## src/rtl/chip8_pkg.sv

```systemverilog
// Shared CHIP-8 keypad types: key count, key index, wait-for-key FSM states.
// Also holds the lowest-set-key helper used by the FX0A capture logic.
package chip8_pkg;

  localparam int NUM_KEYS = 16;

  typedef logic [3:0] key_idx_t;

  typedef enum logic [2:0] {
    IDLE,
    ARMED,
    HELD,
    DONE,
    ACK
  } keypad_state_e;

  function automatic key_idx_t lowest_key(input logic [15:0] v);
    key_idx_t k;
    k = '0;
    for (int i = 15; i >= 0; i--) begin
      if (v[i]) k = key_idx_t'(i);
    end
    return k;
  endfunction

endpackage

```

## src/rtl/chip8_key_debounce.sv

```systemverilog
// One keypad bit: 2-flop synchroniser, tick-sampled history, stable compare.
// Ports: Clk, Reset_n, i_tick (shared sample strobe), i_raw (switch), o_state.
module chip8_key_debounce #(
  parameter int STABLE_SAMPLES = 3
) (
  input  logic Clk,
  input  logic Reset_n,
  input  logic i_tick,
  input  logic i_raw,
  output logic o_state
);

  logic [1:0]                r_sync;
  logic [STABLE_SAMPLES-1:0] r_hist;
  logic                      r_state;
  logic [STABLE_SAMPLES-1:0] w_hist;

  // History including the sample taken on this tick, so a
  // full run of equal samples updates the state on the same edge.
  assign w_hist  = {r_hist[STABLE_SAMPLES-2:0], r_sync[1]};
  assign o_state = r_state;

  always_ff @(posedge Clk or negedge Reset_n) begin
    if (!Reset_n) begin
      r_sync  <= '0;
      r_hist  <= '0;
      r_state <= 1'b0;
    end else begin
      r_sync <= {r_sync[0], i_raw};
      if (i_tick) begin
        r_hist <= w_hist;
        if (&w_hist)
          r_state <= 1'b1;
        else if (~|w_hist)
          r_state <= 1'b0;
      end
    end
  end

endmodule

```

## src/rtl/chip8_keypad.sv

```systemverilog
// CHIP-8 keypad conditioner: debounced key_state, EX9E/EXA1 query, FX0A wait.
// Ports: Clk, Reset_n, switches, key_state, query_key/pressed, wait_req/valid/key.
module chip8_keypad #(
  parameter int NUM_KEYS       = 16,
  parameter int TICK_CYCLES    = 500000,
  parameter int STABLE_SAMPLES = 3
) (
  input  logic                Clk,
  input  logic                Reset_n,
  input  logic [NUM_KEYS-1:0] switches,
  output logic [NUM_KEYS-1:0] key_state,
  input  logic [3:0]          query_key,
  output logic                query_pressed,
  input  logic                wait_req,
  output logic                wait_valid,
  output logic [3:0]          wait_key
);

  import chip8_pkg::*;

  localparam int CW = $clog2(TICK_CYCLES);

  logic [CW-1:0]       r_cnt;
  logic                w_tick;
  keypad_state_e       r_st;
  keypad_state_e       w_st_nxt;
  logic [NUM_KEYS-1:0] r_blocked;
  logic [NUM_KEYS-1:0] w_blocked_nxt;
  logic [NUM_KEYS-1:0] w_cand;
  key_idx_t            r_wait_key;
  key_idx_t            w_key_nxt;

  assign w_tick = (r_cnt == CW'(TICK_CYCLES - 1));

  always_ff @(posedge Clk or negedge Reset_n) begin
    if (!Reset_n)
      r_cnt <= '0;
    else if (w_tick)
      r_cnt <= '0;
    else
      r_cnt <= r_cnt + CW'(1);
  end

  for (genvar g = 0; g < NUM_KEYS; g++) begin : g_key
    chip8_key_debounce #(
      .STABLE_SAMPLES(STABLE_SAMPLES)
    ) u_db (
      .Clk    (Clk),
      .Reset_n(Reset_n),
      .i_tick (w_tick),
      .i_raw  (switches[g]),
      .o_state(key_state[g])
    );
  end

  assign query_pressed = key_state[query_key];

  // Keys held when the wait was armed stay blocked until released.
  assign w_cand = key_state & ~r_blocked;

  always_comb begin
    w_st_nxt      = r_st;
    w_blocked_nxt = r_blocked;
    w_key_nxt     = r_wait_key;
    unique case (r_st)
      IDLE: begin
        if (wait_req) begin
          w_st_nxt      = ARMED;
          w_blocked_nxt = key_state;
        end
      end
      ARMED: begin
        w_blocked_nxt = r_blocked & key_state;
        if (!wait_req) begin
          w_st_nxt = IDLE;
        end else if (|w_cand) begin
          w_key_nxt = lowest_key(16'(w_cand));
          w_st_nxt  = HELD;
        end
      end
      HELD: begin
        if (!wait_req)
          w_st_nxt = IDLE;
        else if (!key_state[r_wait_key])
          w_st_nxt = DONE;
      end
      DONE: w_st_nxt = ACK;
      ACK: begin
        if (!wait_req) w_st_nxt = IDLE;
      end
      default: w_st_nxt = IDLE;
    endcase
  end

  always_ff @(posedge Clk or negedge Reset_n) begin
    if (!Reset_n) begin
      r_st       <= IDLE;
      r_blocked  <= '0;
      r_wait_key <= '0;
    end else begin
      r_st       <= w_st_nxt;
      r_blocked  <= w_blocked_nxt;
      r_wait_key <= w_key_nxt;
    end
  end

  assign wait_valid = (r_st == DONE);
  assign wait_key   = r_wait_key;

endmodule
```

## config.mk

```make
export PLATFORM = sky130hd
export DESIGN_NAME = chip8_keypad
export DESIGN_NICKNAME = d
export VERILOG_FILES = /design/src/rtl/chip8_pkg.sv /design/src/rtl/chip8_key_debounce.sv /design/src/rtl/chip8_keypad.sv
export SDC_FILE = /design/constraint.sdc
export NUM_CORES = 1
export LEC_CHECK = 0
export CAP_MARGIN = 25
export CELL_PAD_IN_SITES_DETAIL_PLACEMENT = 1
export CELL_PAD_IN_SITES_GLOBAL_PLACEMENT = 1
export CORE_UTILIZATION = 41
export CTS_CLUSTER_SIZE = 30
export DETAILED_ROUTE_END_ITERATION = 8
export GPL_TIMING_DRIVEN = 0
export PLACE_DENSITY = 0.84
export RECOVER_POWER = 25
export SETUP_SLACK_MARGIN = 0.02
export SLEW_MARGIN = 20
export SYNTH_ARGS = -nofsm -noshare
export SYNTH_HDL_FRONTEND = slang
export SYNTH_SLANG_ARGS = --single-unit
```

## constraint.sdc

```tcl
create_clock -name Clk -period 1.75 [get_ports Clk]
set_clock_uncertainty 0.05 [all_clocks]
set_input_delay 0.4375 -clock Clk [delete_from_list [all_inputs] [get_ports Clk]]
set_output_delay 0.4375 -clock Clk [all_outputs]
set_load 0.005 [all_outputs]
```

# Yosys cells after proc, flatten, opt, wreduce, memory -nomap -nowiden
# Cells that the tools add are included.
classes:
  add_sub_neg: 1
  n_mul: 0
  div: 0
  order_cmp: 2
  n_eq_ne: 25
  shift: 0
  n_mux: 62
  n_bitwise: 3
  n_reduce_logical: 54
ops:
  columns: ["operator", "n"]
  rows:
  - ["4-bit two-way mux", 16]
  - ["3-bit AND reduction", 17]
  - ["3-bit OR reduction", 16]
  - ["1-bit two-way mux", 34]
  - ["2-bit AND reduction", 17]
  - ["16-bit AND", 2]
  - ["2-bit by 1-bit inequality test with 1-bit output (second input constant)", 16]
  - ["16-bit one-hot mux with 2 select lines", 1]
  - ["19-bit by 1-bit adder with 19-bit output (second input constant)", 1]
  - ["19-bit == test (second input constant)", 1]
  - ["19-bit two-way mux", 1]
  - ["3-bit two-way mux", 6]
  - ["16-bit two-way mux", 1]
  - ["16-bit NOT", 1]
  - ["16-bit OR reduction", 1]
  - ["3-bit one-hot mux with 5 select lines", 1]
  - ["4-bit by 5-bit less-than comparator with 1-bit output (second input constant)", 2]
  - ["1-bit binary-select mux with 4-bit select", 2]
  - ["3-bit by 2-bit == test with 1-bit output (second input constant)", 2]
  - ["3-bit inequality test (second input constant)", 2]
  - ["2-bit inequality test (second input constant)", 2]
  - ["4-bit AND reduction", 1]
  - ["3-bit by 1-bit == test with 1-bit output (second input constant)", 1]
  - ["3-bit == test (second input constant)", 1]
  - ["other kinds (2)", 2]
totals:
  reg_bits: 122
  latchBits: 0
  mem_bits_rw: 0
  rom_bits: 0
  output_inout_bits: 22
  word_cells: 199
  mem_count: 0

# Longest topological paths before layout
depth:
  depth_word: 18
  mapped_depth: 8

# Hierarchy
# Synthesis repeated with hierarchy kept, for this count alone.
unflattened:
  hier_cells: 392
  area_unflattened_um2: 5205.0
by_module_without_submodules:
  columns: ["mod", "instances", "cells_per_inst", "area_each_um2", "seq_area_each_um2"]
  rows:
  - ["chip8_key_debounce", 16, 11, 182.7, 125.1]
  - ["chip8_keypad", 1, 216, 2282.2, 1051.0]

# Least setup slack after synthesis
# Ideal clock, no wire load.
synth_path:
  path_type: "in2out"
  start: "input query_key[0]"
  end: "output query_pressed"
  arrival_ps: 1414
  slack_ps: -152
  stages: 2
  path_cell_list: "mux4_1 > mux4_2"
synth_between:
  elab_chain_len: 2
synth_rtl:
  columns: ["element", "line", "rtl"]
  rows:
  - ["from (decl)", "chip8_keypad.sv:12", "input logic [3:0] query_key,"]
  - ["1-bit binary-select mux with 4-bit select", "chip8_keypad.sv:56", "assign query_pressed = key_state[query_key];"]
  - ["1-bit two-way mux (implied by the code)", "chip8_keypad.sv:56", null]
  - ["to (decl)", "chip8_keypad.sv:13", "output logic query_pressed,"]
# No other way between the ends. The select of a mux whose other input is x is not followed.

# Final worst setup path
layout_path:
  start: "register g_key[3].u_db.r_state"
  end: "output query_pressed"
layout_between:
  elab_chain_len: 2
layout_rtl:
  columns: ["element", "line", "rtl"]
  rows:
  - ["from (decl)", "chip8_key_debounce.sv:15", "logic r_state;"]
  - ["from (signal assigned)", "chip8_key_debounce.sv:27", "r_state <= 1'b0;"]
  - ["from (signal assigned)", "chip8_key_debounce.sv:33", "r_state <= 1'b1;"]
  - ["from (signal assigned)", "chip8_key_debounce.sv:35", "r_state <= 1'b0;"]
  - ["1-bit binary-select mux with 4-bit select", "chip8_keypad.sv:56", null]
  - ["1-bit two-way mux (implied by the code)", "chip8_keypad.sv:56", null]
# No other way between the ends. The select of a mux whose other input is x is not followed.

==> impl_metrics.json <==
{
  "netlist.area_leader.share_pct": 59.5,
  "required_ns": 1.26,
  "cts_tree": "done",
  "synth_top_flop_cell": "dfrtp_1",
  "yosysSeqAreaShare_pct": 59.5,
  "r2r_end": "wait_key[0]$_DFFE_PN0P_",
  "grt_first_pass_wirelength_mm": 29.1,
  "crit_cells": 3,
  "arrival_ns": 2.04,
  "cts_buffers": 17,
  "fin_crit_sh_pct": 144,
  "htree_levels": 4,
  "fin_crit_ns": 2.53,
  "tns_ns": -8.85,
  "first_pass_iters": 4,
  "power.total_mw": 6.58,
  "die_area_um2": 13000,
  "netlist_area_um2": 5130,
  "clkLatencyLatePin_ns": 0.44,
  "antenna_cells": 0,
  "worstReg2RegStart": "g_key[3].u_db.o_state$_DFFE_PN0P_",
  "finish.utilization_pct": 69.8,
  "setup_viol": 70,
  "worstSetupPathType": "reg -> out",
  "power_density_nw_per_um2": 778,
  "endpoint_kind": "primary output",
  "final_nets": 642,
  "die_y_um": 114,
  "relSlewSlack_pct": 44.3,
  "min_delay_worst_endpoint": "g_key[8].u_db.r_sync[1]$_DFF_PN0_",
  "io_pins": 45,
  "gp_congestion": 0.804,
  "io_buffers": 44,
  "critPathSlowestCell": "mux4_2",
  "drcViolationCount": 0,
  "path_cells": "mux4_2, mux4_2, buf_2",
  "drt-vias-per-instance": 6.13,
  "fin_cells": 798,
  "gr-total-overflow": 0,
  "wl_per_cell_um": 31.6,
  "worstHoldStart": "g_key[8].u_db.r_sync[0]$_DFF_PN0_",
  "synthDistinctLibCells": 48,
  "synth_most_common_cell": "dfrtp_1",
  "critPathBufInv": 1,
  "synthCells": 455,
  "ir_drop_uv": 899,
  "dp_slack_ns": -1.41,
  "cts.clk_slew.worst_paths_ns": 0.07,
  "holdWs_ns": 0.302,
  "placed_area_um2": 5820,
  "synth_edf_count": 0,
  "leakagePower_nw": 4.03,
  "synth_seq_cells": 122,
  "outcome": "complete, but fails checks",
  "critPathLaunchType": "flop",
  "violations": "setup timing",
  "yosys.area.top_type": "dfrtp_1",
  "rsz0062_at_grt": "true",
  "finalHoldViolCount": 0,
  "setup_slack_ns": -0.776,
  "yosys_warnings": 0,
  "rr_worst_depth": 8,
  "dieWidth_um": 114,
  "rows": 40,
  "critPathMaxFanout": 2,
  "worstMarginPinSlew_ns": 0.835,
  "slowest_delay_ns": 0.53,
  "synth_nets": 479,
  "synthTopCellsByArea": "dfrtp_1 (60%), nand2_1 (5.6%), o21ai_0 (3.4%)",
  "critPathTopFamily": "multiplexers",
  "dp_hpwl_mm": 8.41,
  "dp.cells": 668,
  "grt.total_usage_pct": 31.1,
  "synth.avg_cell_area_um2": 11.3,
  "synth_common_cells": "dfrtp_1 (122), nand2_1 (77), o21ai_0 (35)",
  "drv_slew": 0,
  "async_flop_share_pct": 100,
  "hp-class": "reg -> reg",
  "holdPathStages": 0,
  "drt_wl_total_mm": 25.2,
  "drv_cap": 0,
  "drtIter0Drc": 383,
  "fmax_ghz": 0.396,
  "grt_max_degree": 67,
  "detail-route-antenna-nets": 0,
  "first_global_vias": 4900,
  "start_util_pct": 42.4,
  "cts_max_path_buffers": 2,
  "cts_root_buffer": "clkbuf_16",
  "via_count": 4893,
  "nFillCells": 1154,
  "synthToLayoutAreaGrowth_pct": 64.8,
  "critPathMostFrequentCell": "mux4_2",
  "clock_sinks": 122,
  "stdcell_area_um2": 8450,
  "antenna_found_initial": 0,
  "drive_above_1_share_pct": 52.9,
  "rrSetupSlack_ns": -0.47,
  "fp.coreArea_um2": 12100
}
==> layout make-up <==
class	instances	area [µm²]	area share, %
inverter	19	71.3	0.844
timing repair buffer	148	1520	18.0
multi-input combinational	284	2680	31.7
clock buffer	22	454	5.37
clock inverter	9	75.1	0.888
sequential	122	3080	36.4
buffer	26	364	4.31
tap	168	210	2.49
==> registers in the layout, summed over array words and instances, names as in the netlist <==
name                cells
g_key.u_db.r_hist      32
r_cnt                  19
r_blocked              16
r_st                    3
wait_key                4
g_key.u_db.o_state     16
g_key.u_db.r_sync      32
==> kinds of logic (layout without fill, tap and decap cells) <==
logic type               Yosys count  count (layout)  synth area share, %
multiplexers                      11              11                 4.49
flip-flops                       122             122                 59.5
adder cells (fa/ha/maj)            1               1                0.244
XOR/XNOR                          16              16                 2.73
AO/OA/AOI/OAI                    105             105                 13.8
buffers and inverters             49             224                 4.90
AND/OR/NAND/NOR                  151             151                 14.3
==> worst max-delay path by stage <==
stage                                      start  slack (ns)                                 to
2_1_floorplan                       query_key[0]       -0.11                      query_pressed
3_3_place_gp                             Reset_n       -4.50  g_key[2].u_db.r_sync[1]$_DFF_PN0_
3_5_place_dp                        query_key[0]       -1.41                      query_pressed
4_1_cts        g_key[3].u_db.o_state$_DFFE_PN0P_       -0.75                      query_pressed
5_1_grt        g_key[2].u_db.o_state$_DFFE_PN0P_       -0.80                      query_pressed
6_report       g_key[3].u_db.o_state$_DFFE_PN0P_       -0.78                      query_pressed
==> routing by layer <==
metal  global-route usage (%)  part of all wire, %
met5                        0                    0
met1                     37.7                   39
met2                     51.7                   48
met4                     17.4                  6.2
met3                     7.07                  6.7
==> placed cells by master, fill, tap and decap left out, types with 4 or more instances in the layout <==
cell           instances
dlygate4sd3_1         17
mux4_2                 8
nor2_1                 4
buf_4                 64
buf_12                11
nand2b_1              12
nand2_4               25
xnor2_1                7
clkbuf_1               5
nor2b_1                8
buf_6                 49
a21oi_2                5
inv_1                 19
a31oi_1                8
o21ai_2               17
nand2_2               27
a31oi_4                6
and3_1                 4
o22a_1                15
dfrtp_1              100
clkinv_2               6
dfrtp_2               22
clkbuf_16             27
o21ai_0                5
nand3_1                8
nand4_1                7
nand2_1               24
dlygate4sd2_1          6
buf_2                  6
xor2_1                 9
nor2_4                 7
o31ai_4               16
o21ai_1               12
==> power breakdown <==
group	switching, mW	total, mW	internal, mW
clock	1.40	3.37	1.97
sequential	0.0872	2.98	2.89
combinational	0.134	0.230	0.0967
total	1.63	6.58	4.95
==> worst reg2reg max path, stage by stage, from the launching register on <==
cell	delay, ns
dfrtp_2	0.43
buf_4	0.15
buf_6	0.13
nand2b_1	0.17
nand4b_1	0.35
o41ai_4	0.46
buf_4	0.22
nand2_2	0.08
o31ai_2	0.08
==> repair_timing <==
action,CTS,global route
hold buffers,1,0
setup endpoints to repair,96,88
resized for setup,222,199
pin swaps,16,38
gates cloned,1,8
buffers inserted,80,22
hold endpoints to repair,56,0
Power figures use the tool's default switching activity.
